$ cat src/rtl/alarm_pkg.sv
// Shared types and constants for the alarm sequencer: state encodings,
// status LED colours and the state_code width.
package alarm_pkg;

    localparam int STATE_W = 3;

    typedef enum logic [STATE_W-1:0] {
        ST_DISARMED    = 3'd0,
        ST_EXIT_DELAY  = 3'd1,
        ST_ARMED       = 3'd2,
        ST_ENTRY_DELAY = 3'd3,
        ST_ALARM       = 3'd4
    } state_e;

    // LED colours are packed {R,G,B}
    localparam logic [2:0] LED_GREEN   = 3'b010;
    localparam logic [2:0] LED_YELLOW  = 3'b110;
    localparam logic [2:0] LED_RED     = 3'b100;
    localparam logic [2:0] LED_MAGENTA = 3'b101;

    // Status LED colour shown while in a given state
    function automatic logic [2:0] led_for_state(input state_e s);
        logic [2:0] led;
        case (s)
            ST_DISARMED:    led = LED_GREEN;
            ST_EXIT_DELAY:  led = LED_YELLOW;
            ST_ARMED:       led = LED_RED;
            ST_ENTRY_DELAY: led = LED_RED;
            ST_ALARM:       led = LED_MAGENTA;
            default:        led = LED_GREEN;
        endcase
        return led;
    endfunction

endpackage

$ cat src/rtl/alarm_sequencer_tick_prescaler.sv
// Free-running tick prescaler: counts 0..CLK_PER_TICK-1 while enabled and
// pulses tick for one cycle on the last count. clear restarts the count so
// the first tick lands exactly CLK_PER_TICK cycles after a state entry.
module tick_prescaler #(
    parameter int CLK_PER_TICK = 100
) (
    input  logic clk,
    input  logic reset,
    input  logic clear,
    input  logic enable,
    output logic tick
);

    localparam int PW = (CLK_PER_TICK > 2) ? $clog2(CLK_PER_TICK) : 1;
    localparam logic [PW-1:0] LAST = PW'(CLK_PER_TICK - 1);

    if (CLK_PER_TICK < 2) begin : g_chk_cpt
        $error("tick_prescaler: CLK_PER_TICK must be >= 2");
    end

    logic [PW-1:0] cnt_q;
    logic [PW-1:0] cnt_d;

    // tick must not depend on clear: clear is derived from the next state,
    // which itself depends on tick
    assign tick = enable && (cnt_q == LAST);

    // Next count: restart on clear, wrap at the last count while enabled
    always_comb begin
        cnt_d = cnt_q;
        if (clear) begin
            cnt_d = '0;
        end else if (enable) begin
            cnt_d = (cnt_q == LAST) ? '0 : cnt_q + 1'b1;
        end
    end

    // Count register
    always_ff @(posedge clk or negedge reset) begin
        if (!reset) begin
            cnt_q <= '0;
        end else begin
            cnt_q <= cnt_d;
        end
    end

endmodule

$ cat src/rtl/alarm_sequencer.sv
// Arm/disarm controller for the home security system. Sequences exit delay,
// entry delay, alarm and alarm timeout off a prescaled tick, and drives the
// buzzer, status LED, display state code and remaining-tick countdown.
// Both inputs are registered before use, so an input sampled at one edge
// acts on state at the following edge.
// Build option: define ALARM_LATCH_EN to make ALARM latch until a button
// press (no timeout, countdown held at 0).
module alarm_sequencer
    import alarm_pkg::*;
#(
    parameter int CLK_PER_TICK  = 100,
    parameter int EXIT_DELAY    = 10,
    parameter int ENTRY_DELAY   = 15,
    parameter int ALARM_TIMEOUT = 60,
    parameter int CNT_W         = 8
) (
    input  logic               clk,
    input  logic               reset,
    input  logic               motion_detected,
    input  logic               push_button,
    output logic               buzzer_signal,
    output logic [2:0]         led_color,
    output logic [STATE_W-1:0] state_code,
    output logic [CNT_W-1:0]   countdown,
    output logic               alarm_event
);

    localparam longint CNT_MAX = (longint'(1) << CNT_W) - 1;

    if (longint'(EXIT_DELAY) > CNT_MAX || EXIT_DELAY < 1) begin : g_chk_exit
        $error("alarm_sequencer: EXIT_DELAY out of range for CNT_W");
    end
    if (longint'(ENTRY_DELAY) > CNT_MAX || ENTRY_DELAY < 1) begin : g_chk_entry
        $error("alarm_sequencer: ENTRY_DELAY out of range for CNT_W");
    end
    if (longint'(ALARM_TIMEOUT) > CNT_MAX || ALARM_TIMEOUT < 1) begin : g_chk_alarm
        $error("alarm_sequencer: ALARM_TIMEOUT out of range for CNT_W");
    end

    localparam logic [CNT_W-1:0] EXIT_LD  = CNT_W'(EXIT_DELAY);
    localparam logic [CNT_W-1:0] ENTRY_LD = CNT_W'(ENTRY_DELAY);
`ifdef ALARM_LATCH_EN
    localparam logic [CNT_W-1:0] ALARM_LD = '0;
`else
    localparam logic [CNT_W-1:0] ALARM_LD = CNT_W'(ALARM_TIMEOUT);
`endif
    localparam logic [CNT_W-1:0] CNT_ONE  = CNT_W'(1);

    state_e           state_q, state_d;
    logic [1:0]       btn_q;        // [0] latest sample, [1] previous sample
    logic             motion_q;
    logic [CNT_W-1:0] countdown_q, countdown_d;
    logic             buzzer_q, buzzer_d;
    logic [2:0]       led_q, led_d;
    logic             event_q, event_d;

    logic press;
    logic timed;
    logic tick;
    logic expire;
    logic entering;

    assign press    = btn_q[0] & ~btn_q[1];
    assign timed    = (state_q == ST_EXIT_DELAY) || (state_q == ST_ENTRY_DELAY) ||
                      (state_q == ST_ALARM);
    assign expire   = tick && (countdown_q == CNT_ONE);
    assign entering = (state_d != state_q);

    tick_prescaler #(
        .CLK_PER_TICK(CLK_PER_TICK)
    ) u_prescaler (
        .clk   (clk),
        .reset (reset),
        .clear (entering),
        .enable(timed),
        .tick  (tick)
    );

    // Next-state logic; a press always wins over motion or expiry
    always_comb begin
        state_d = state_q;
        case (state_q)
            ST_DISARMED: begin
                if (press) state_d = ST_EXIT_DELAY;
            end
            ST_EXIT_DELAY: begin
                if (press)       state_d = ST_DISARMED;
                else if (expire) state_d = ST_ARMED;
            end
            ST_ARMED: begin
                if (press)         state_d = ST_DISARMED;
                else if (motion_q) state_d = ST_ENTRY_DELAY;
            end
            ST_ENTRY_DELAY: begin
                if (press)       state_d = ST_DISARMED;
                else if (expire) state_d = ST_ALARM;
            end
            ST_ALARM: begin
                if (press) state_d = ST_DISARMED;
`ifndef ALARM_LATCH_EN
                else if (expire) state_d = ST_ARMED;
`endif
            end
            default: state_d = ST_DISARMED;
        endcase
    end

    // Countdown: reload on entry, step down per tick, never below 0
    always_comb begin
        countdown_d = countdown_q;
        if (entering) begin
            case (state_d)
                ST_EXIT_DELAY:  countdown_d = EXIT_LD;
                ST_ENTRY_DELAY: countdown_d = ENTRY_LD;
                ST_ALARM:       countdown_d = ALARM_LD;
                default:        countdown_d = '0;
            endcase
        end else if (tick && (countdown_q != '0)) begin
            countdown_d = countdown_q - CNT_ONE;
        end
    end

    // Output values for the coming cycle; delay states chirp one cycle per tick
    always_comb begin
        led_d    = led_for_state(state_d);
        event_d  = (state_d == ST_ALARM) && (state_q != ST_ALARM);
        buzzer_d = (state_d == ST_ALARM) ||
                   (tick && (state_d != ST_DISARMED) &&
                    ((state_q == ST_EXIT_DELAY) || (state_q == ST_ENTRY_DELAY)));
    end

    // State, input history, countdown and registered outputs
    always_ff @(posedge clk or negedge reset) begin
        if (!reset) begin
            state_q     <= ST_DISARMED;
            btn_q       <= 2'b00;
            motion_q    <= 1'b0;
            countdown_q <= '0;
            buzzer_q    <= 1'b0;
            led_q       <= LED_GREEN;
            event_q     <= 1'b0;
        end else begin
            state_q     <= state_d;
            btn_q       <= {btn_q[0], push_button};
            motion_q    <= motion_detected;
            countdown_q <= countdown_d;
            buzzer_q    <= buzzer_d;
            led_q       <= led_d;
            event_q     <= event_d;
        end
    end

    assign state_code    = state_q;
    assign countdown     = countdown_q;
    assign buzzer_signal = buzzer_q;
    assign led_color     = led_q;
    assign alarm_event   = event_q;

endmodule

$ cat config.mk
export PLATFORM = sky130hd
export DESIGN_NAME = alarm_sequencer
export DESIGN_NICKNAME = d
export VERILOG_FILES = /design/src/rtl/alarm_pkg.sv /design/src/rtl/alarm_sequencer_tick_prescaler.sv /design/src/rtl/alarm_sequencer.sv
export SDC_FILE = /design/constraint.sdc
export NUM_CORES = 1
export LEC_CHECK = 0
export BUFFER_PORTS_ARGS = -buffer_cell sky130_fd_sc_hd__buf_2
export CAP_MARGIN = 20
export CORE_ASPECT_RATIO = 0.7
export CORE_MARGIN = 2
export CORE_UTILIZATION = 30
export DETAILED_ROUTE_END_ITERATION = 7
export GPL_TIMING_DRIVEN = 0
export PLACE_DENSITY = 0.57
export SLEW_MARGIN = 20
export SYNTH_ARGS = -nofsm -noshare
export SYNTH_HDL_FRONTEND = slang
export SYNTH_HIERARCHICAL = 1
export SYNTH_SLANG_ARGS = --single-unit
$ cat constraint.sdc
create_clock -name clk -period 3.1 [get_ports clk]
set_input_delay 0.93 -clock clk [delete_from_list [all_inputs] [get_ports clk]]
set_output_delay 0.93 -clock clk [all_outputs]
set_load 0.05 [all_outputs]
* Yosys cells after proc, flatten, opt, wreduce, memory -nomap -nowiden
Index checks and enable logic that the tools add are counted.
Storage, ports and cells: word-level logic and storage cells 55, register bits 26, input bits 4, output and inout port bits 16
Operators by class: bitwise operators 2, multiplexer cells 15, reduce and logical (&&, ||, !) cells 16, eq/ne operators 12, $add $sub $neg 2
Operators with widths (number):
- 3-bit two-way mux | 7
- 7-bit two-way mux | 3
- 6-bit one-hot mux with 3 select lines | 1
- 8-bit two-way mux | 2
- 3-bit by 2-bit equality test with 1-bit output (second input constant) | 4
- 3-bit one-hot mux with 4 select lines | 1
- 3-bit one-hot mux with 3 select lines | 1
- 8-bit by 1-bit equality test with 1-bit output (second input constant) | 1
- 8-bit nonzero test | 1
- 8-bit by 1-bit subtractor with 8-bit output (second input constant) | 1
- 7-bit by 1-bit adder with 7-bit output (second input constant) | 1
- 7-bit equality test (second input constant) | 1
- 3-bit by 1-bit equality test with 1-bit output (second input constant) | 2
- 3-bit equality test (second input constant) | 2
- 1-bit logical AND | 6
- 2-bit nonzero test | 2
- 2-bit OR reduction | 2
- 3-bit zero test | 1
- 1-bit logical OR | 3
- 3-bit != test | 1
- 3-bit != test (second input constant) | 1
- 3-bit nonzero test | 1
- 1-bit bitwise AND | 1
- 1-bit inverter | 1

* Depth between registers and ports, before layout
word-level depth 12, depth in mapped cells 10, gate-level depth less buffers 10

* Cells and area by module
The synthesis kept the hierarchy.
Modules (own cells, without submodules):
- alarm_sequencer | sequential area each 476.7 um^2, times used 1, area an instance 1112.3 um^2, cells an instance 112
- tick_prescaler | sequential area each 175.2 um^2, times used 1, area an instance 400.4 um^2, cells an instance 42

* Worst setup path after synthesis
No wires, ideal clock.
path kind reg2reg, start register state_q[0], in the netlist state_code[0], end register countdown_q[3], in the netlist countdown[3], cell stages (with the launch flop) 10, path buffers 0, clock period less this slack 3082 ps, arrival time 2951 ps, data required time 2968 ps, setup time 132 ps, slack 18 ps, cell sequence dfrtp_1 -> inv_1 -> o21ai_0 -> inv_1 -> nor3_1 -> and2_1 -> a31oi_2 -> o21ai_4 -> o21a_4 -> o31ai_4
Between the ends: elaborated cells on any way between the ends 26, those cells by class eq/ne: 8; mux: 10; reduce/logical: 8
RTL lines:
- from (decl) | line alarm_sequencer.sv:49 | state_e state_q, state_d;
- from (signal assigned) | line alarm_sequencer.sv:143 | state_q <= state_d;
- 3-bit by 1-bit equality test with 1-bit output / 3-bit by 2-bit equality test with 1-bit output (equally long branches) | line alarm_sequencer.sv:64 | assign timed = (state_q == ST_EXIT_DELAY) || (state_q == ST_ENTRY_DELAY) ||
- 1-bit logical OR | line alarm_sequencer.sv:64
- 1-bit logical OR (*) | line alarm_sequencer.sv:64
- via timed | line alarm_sequencer.sv:58 | logic timed;
- 1-bit logical AND (*) | line alarm_sequencer_tick_prescaler.sv:26 | assign tick = enable && (cnt_q == LAST);
- via tick | line alarm_sequencer.sv:59 | logic tick;
- 1-bit logical AND (*) | line alarm_sequencer.sv:66 | assign expire = tick && (countdown_q == CNT_ONE);
- 3-bit two-way mux, on equally long branches | line alarm_sequencer.sv:88, alarm_sequencer.sv:101, alarm_sequencer.sv:96
- 3-bit two-way mux, on equally long branches | line alarm_sequencer.sv:99, alarm_sequencer.sv:95
- 3-bit one-hot mux with 4 select lines (*) | line alarm_sequencer.sv:82 | case (state_q)
- 3-bit != test (*) | line alarm_sequencer.sv:67 | assign entering = (state_d != state_q);
- via entering | line alarm_sequencer.sv:61 | logic entering;
- 8-bit two-way mux / 2-bit nonzero test (equally long branches)
- to (signal assigned) | line alarm_sequencer.sv:146 | countdown_q <= countdown_d;
- to (decl) | line alarm_sequencer.sv:52 | logic [CNT_W-1:0] countdown_q, countdown_d;
The timed path passes the listed nets; every way through them passes the cells marked *. A chain may end at the register's enable or synchronous reset.

* Worst setup path after layout
Same ends and word-level chain as after synthesis.

==> impl_metrics.json <==
{
  "cts_tree": "done",
  "synthCells": 154,
  "cts_sinks": 26,
  "final_nets": 188,
  "setup-violations-final": 0,
  "hpwl_mm": 2.41,
  "die_x_um": 88.9,
  "ctsRootBufferMaster": "clkbuf_8",
  "syn_avg_cell_area_um2": 9.82,
  "cp_slowest_cell": "dfrtp_1",
  "fill_cells": 508,
  "vias_per_cell": 4.77,
  "antenna_found_initial": 0,
  "ir_drop_uv": 138,
  "syn_nets": 162,
  "initial_utilization_pct": 31.5,
  "synth_edf_count": 0,
  "layout_min_cycle_time_ns": 2.69,
  "p_leak_nw": 0.758,
  "area_growth_pct": 17.6,
  "grt_usage_pct": 13.0,
  "vias": 1183,
  "slew_headroom_pct": 61.1,
  "die_area_mm2": 0.00564,
  "grt-ovfl-total": 0,
  "path_clk_slew_ns": 0.09,
  "cp_top_family": "simple AND/OR/NAND/NOR gates",
  "grt_pass1_vias": 1117,
  "synth-seq-cells": 26,
  "crit_cells": 10,
  "total_power_uw": 935,
  "ys_types": 46,
  "fin_skew_ns": 0.00203,
  "post-route-period-util_pct": 86.9,
  "die_h_um": 63.4,
  "critPathArrivalTime_ns": 2.85,
  "start_kind": "flop",
  "synth_seq_area_share_pct": 43.1,
  "worstMarginPinSlew_ns": 0.584,
  "ioPinCount": 20,
  "grt_setup_unrepaired": "no",
  "required_ns": 3.26,
  "fmax_ghz": 0.371,
  "slowest_delay_ns": 0.48,
  "wl_mm": 3.25,
  "drt-pass1-iter-count": 4,
  "r2r-end": "countdown[3]",
  "clk_latency_ns": 0.27,
  "r2r_start": "state_code[0]",
  "p_per_area_mw_per_mm2": 526,
  "ant_nets": 0,
  "htree_levels": 1,
  "final_max_slew_viol_count": 0,
  "end_kind": "flop",
  "critPathBufInv": 1,
  "r2r_cells": 10,
  "final_cell_mix": "25 x dfrtp_1, 21 x buf_2, 16 x nor2_1, 14 x nand2_1, 13 x a21oi_1",
  "drive_gt1_share_pct": 26.8,
  "cts_made_buffers": 3,
  "syn-cell-area_mm2": 0.00151,
  "worstSetupPathType": "flop to flop",
  "cp_cell_sequence": "nor2_1, nand2_1, o21ai_2, inv_1, nor3_4, and2_1, a31oi_2, o21ai_4, o21a_4, o31ai_4",
  "critPathLaunch": "state_code[0]",
  "core_mm2": 0.00481,
  "gp_congestion": 0.847,
  "wl_per_cell_um": 13.1,
  "diodes": 0,
  "clock_path_buffers": 2,
  "row_count": 21,
  "rrSetupSlack_ns": 0.41,
  "portBuffers": 19,
  "grt_pass1_wl_mm": 5.62,
  "fin_hold_ws_ns": 0.425,
  "drt_iter0_drc": 46,
  "hold_path.class": "flop to flop",
  "grt_max_degree": 27,
  "cap_viol_max_count": 0,
  "cp_max_fo": 8,
  "yosys_warnings": 6,
  "synth-main-ff-cell": "dfrtp_1",
  "drcViolationCount": 0,
  "final_common_cell": "dfrtp_1",
  "async_flop_share_pct": 100,
  "hold_violations": 0,
  "crit_end": "countdown[3]",
  "outcome": "completed"
}
-- registers in the layout, indices dropped and copies added (netlist names) --
signal,flops
countdown,8
u_prescaler/cnt_q,7
led_color,3
state_code,3
btn_q,2
alarm_event,1
buzzer_signal,1
motion_q,1
-- Yosys cell counts, drive strengths merged (3+ instances only) --
master	number	area share [%]
a21oi	13	4.3
buf	3	1.2
dfrtp	25	41
ha	4	3.3
inv	9	2.2
nand2	14	3.5
nand3	8	3.0
nand4	3	1.7
nor2	16	4.0
nor2b	4	1.7
nor3	6	4.1
o21ai	11	4.4
xnor2	5	2.9
-- cell families after synthesis --
logic type	count (synthesis)	share of synthesized area [%]
and+or+nand+nor	63	24.6
AOI/OAI and AO/OA	41	20.6
DFF	26	43.1
buffers and inverters	12	3.39
xor gates and xnor gates	7	4.05
adders and majority gates	4	3.31
muxes	1	0.992
-- worst min-delay path by stage --
stage	startpoint	endpoint	slack, ns	depth (start not counted)
after CTS	btn_q[0]	btn_q[1]	0.44	0
final	btn_q[0]	btn_q[1]	0.43	0
after detailed placement	btn_q[0]	btn_q[1]	0.41	0
after floorplan	btn_q[0]	btn_q[1]	0.37	0
after global placement	btn_q[0]	btn_q[1]	0.41	0
after global routing	btn_q[0]	btn_q[1]	0.46	0
-- power by group --
part | switching (mW) | internal, mW
clock network | 0.106 | 0.114
logic | 0.185 | 0.0879
registers | 0.0643 | 0.378
total | 0.356 | 0.579
-- metal layers --
metal | wire, µm | track usage, %
met1 | 1760 | 20.5
met2 | 1290 | 16.9
met3 | 182 | 3.54
met4 | 13 | 3.98
met5 | 0 | 0
-- per-stage QoR --
stage | TNS [ns] | cell area, µm² | setup slack, ns | cells | utilization (%)
after CTS | 0 | 1760 | 0.0542 | 246 | 36.6
after global placement | -6.46 | 1690 | -0.515 | 242 | 35.2
after detailed placement | -6.04 | 1690 | -0.493 | 242 | 35.2
final | 0 | 1780 | 0.405 | 248 | 37.0
after floorplan | 0 | 1510 | 0.0177 | 154 | -
after global routing | 0 | 1780 | 0.178 | 248 | 37.0
-- timing repair --
item,in CTS,in global routing
hold buffers,0,0
pin swaps,0,1
buffers inserted,0,2
endpoints found under the setup margin,21,16
gates resized for setup,3,1
-- cell type report --
type | instances | area [µm²] | share of cell area, %
repair buffers | 21 | 110 | 6.19
well taps | 69 | 86.3 | 4.85
inverters | 9 | 33.8 | 1.90
multi-input cells | 116 | 825 | 46.3
clock buffers | 4 | 55.1 | 3.09
plain buffers | 3 | 17.5 | 0.985
flip-flops and latches | 26 | 652 | 36.6
Power figures use the tool's default switching activity.
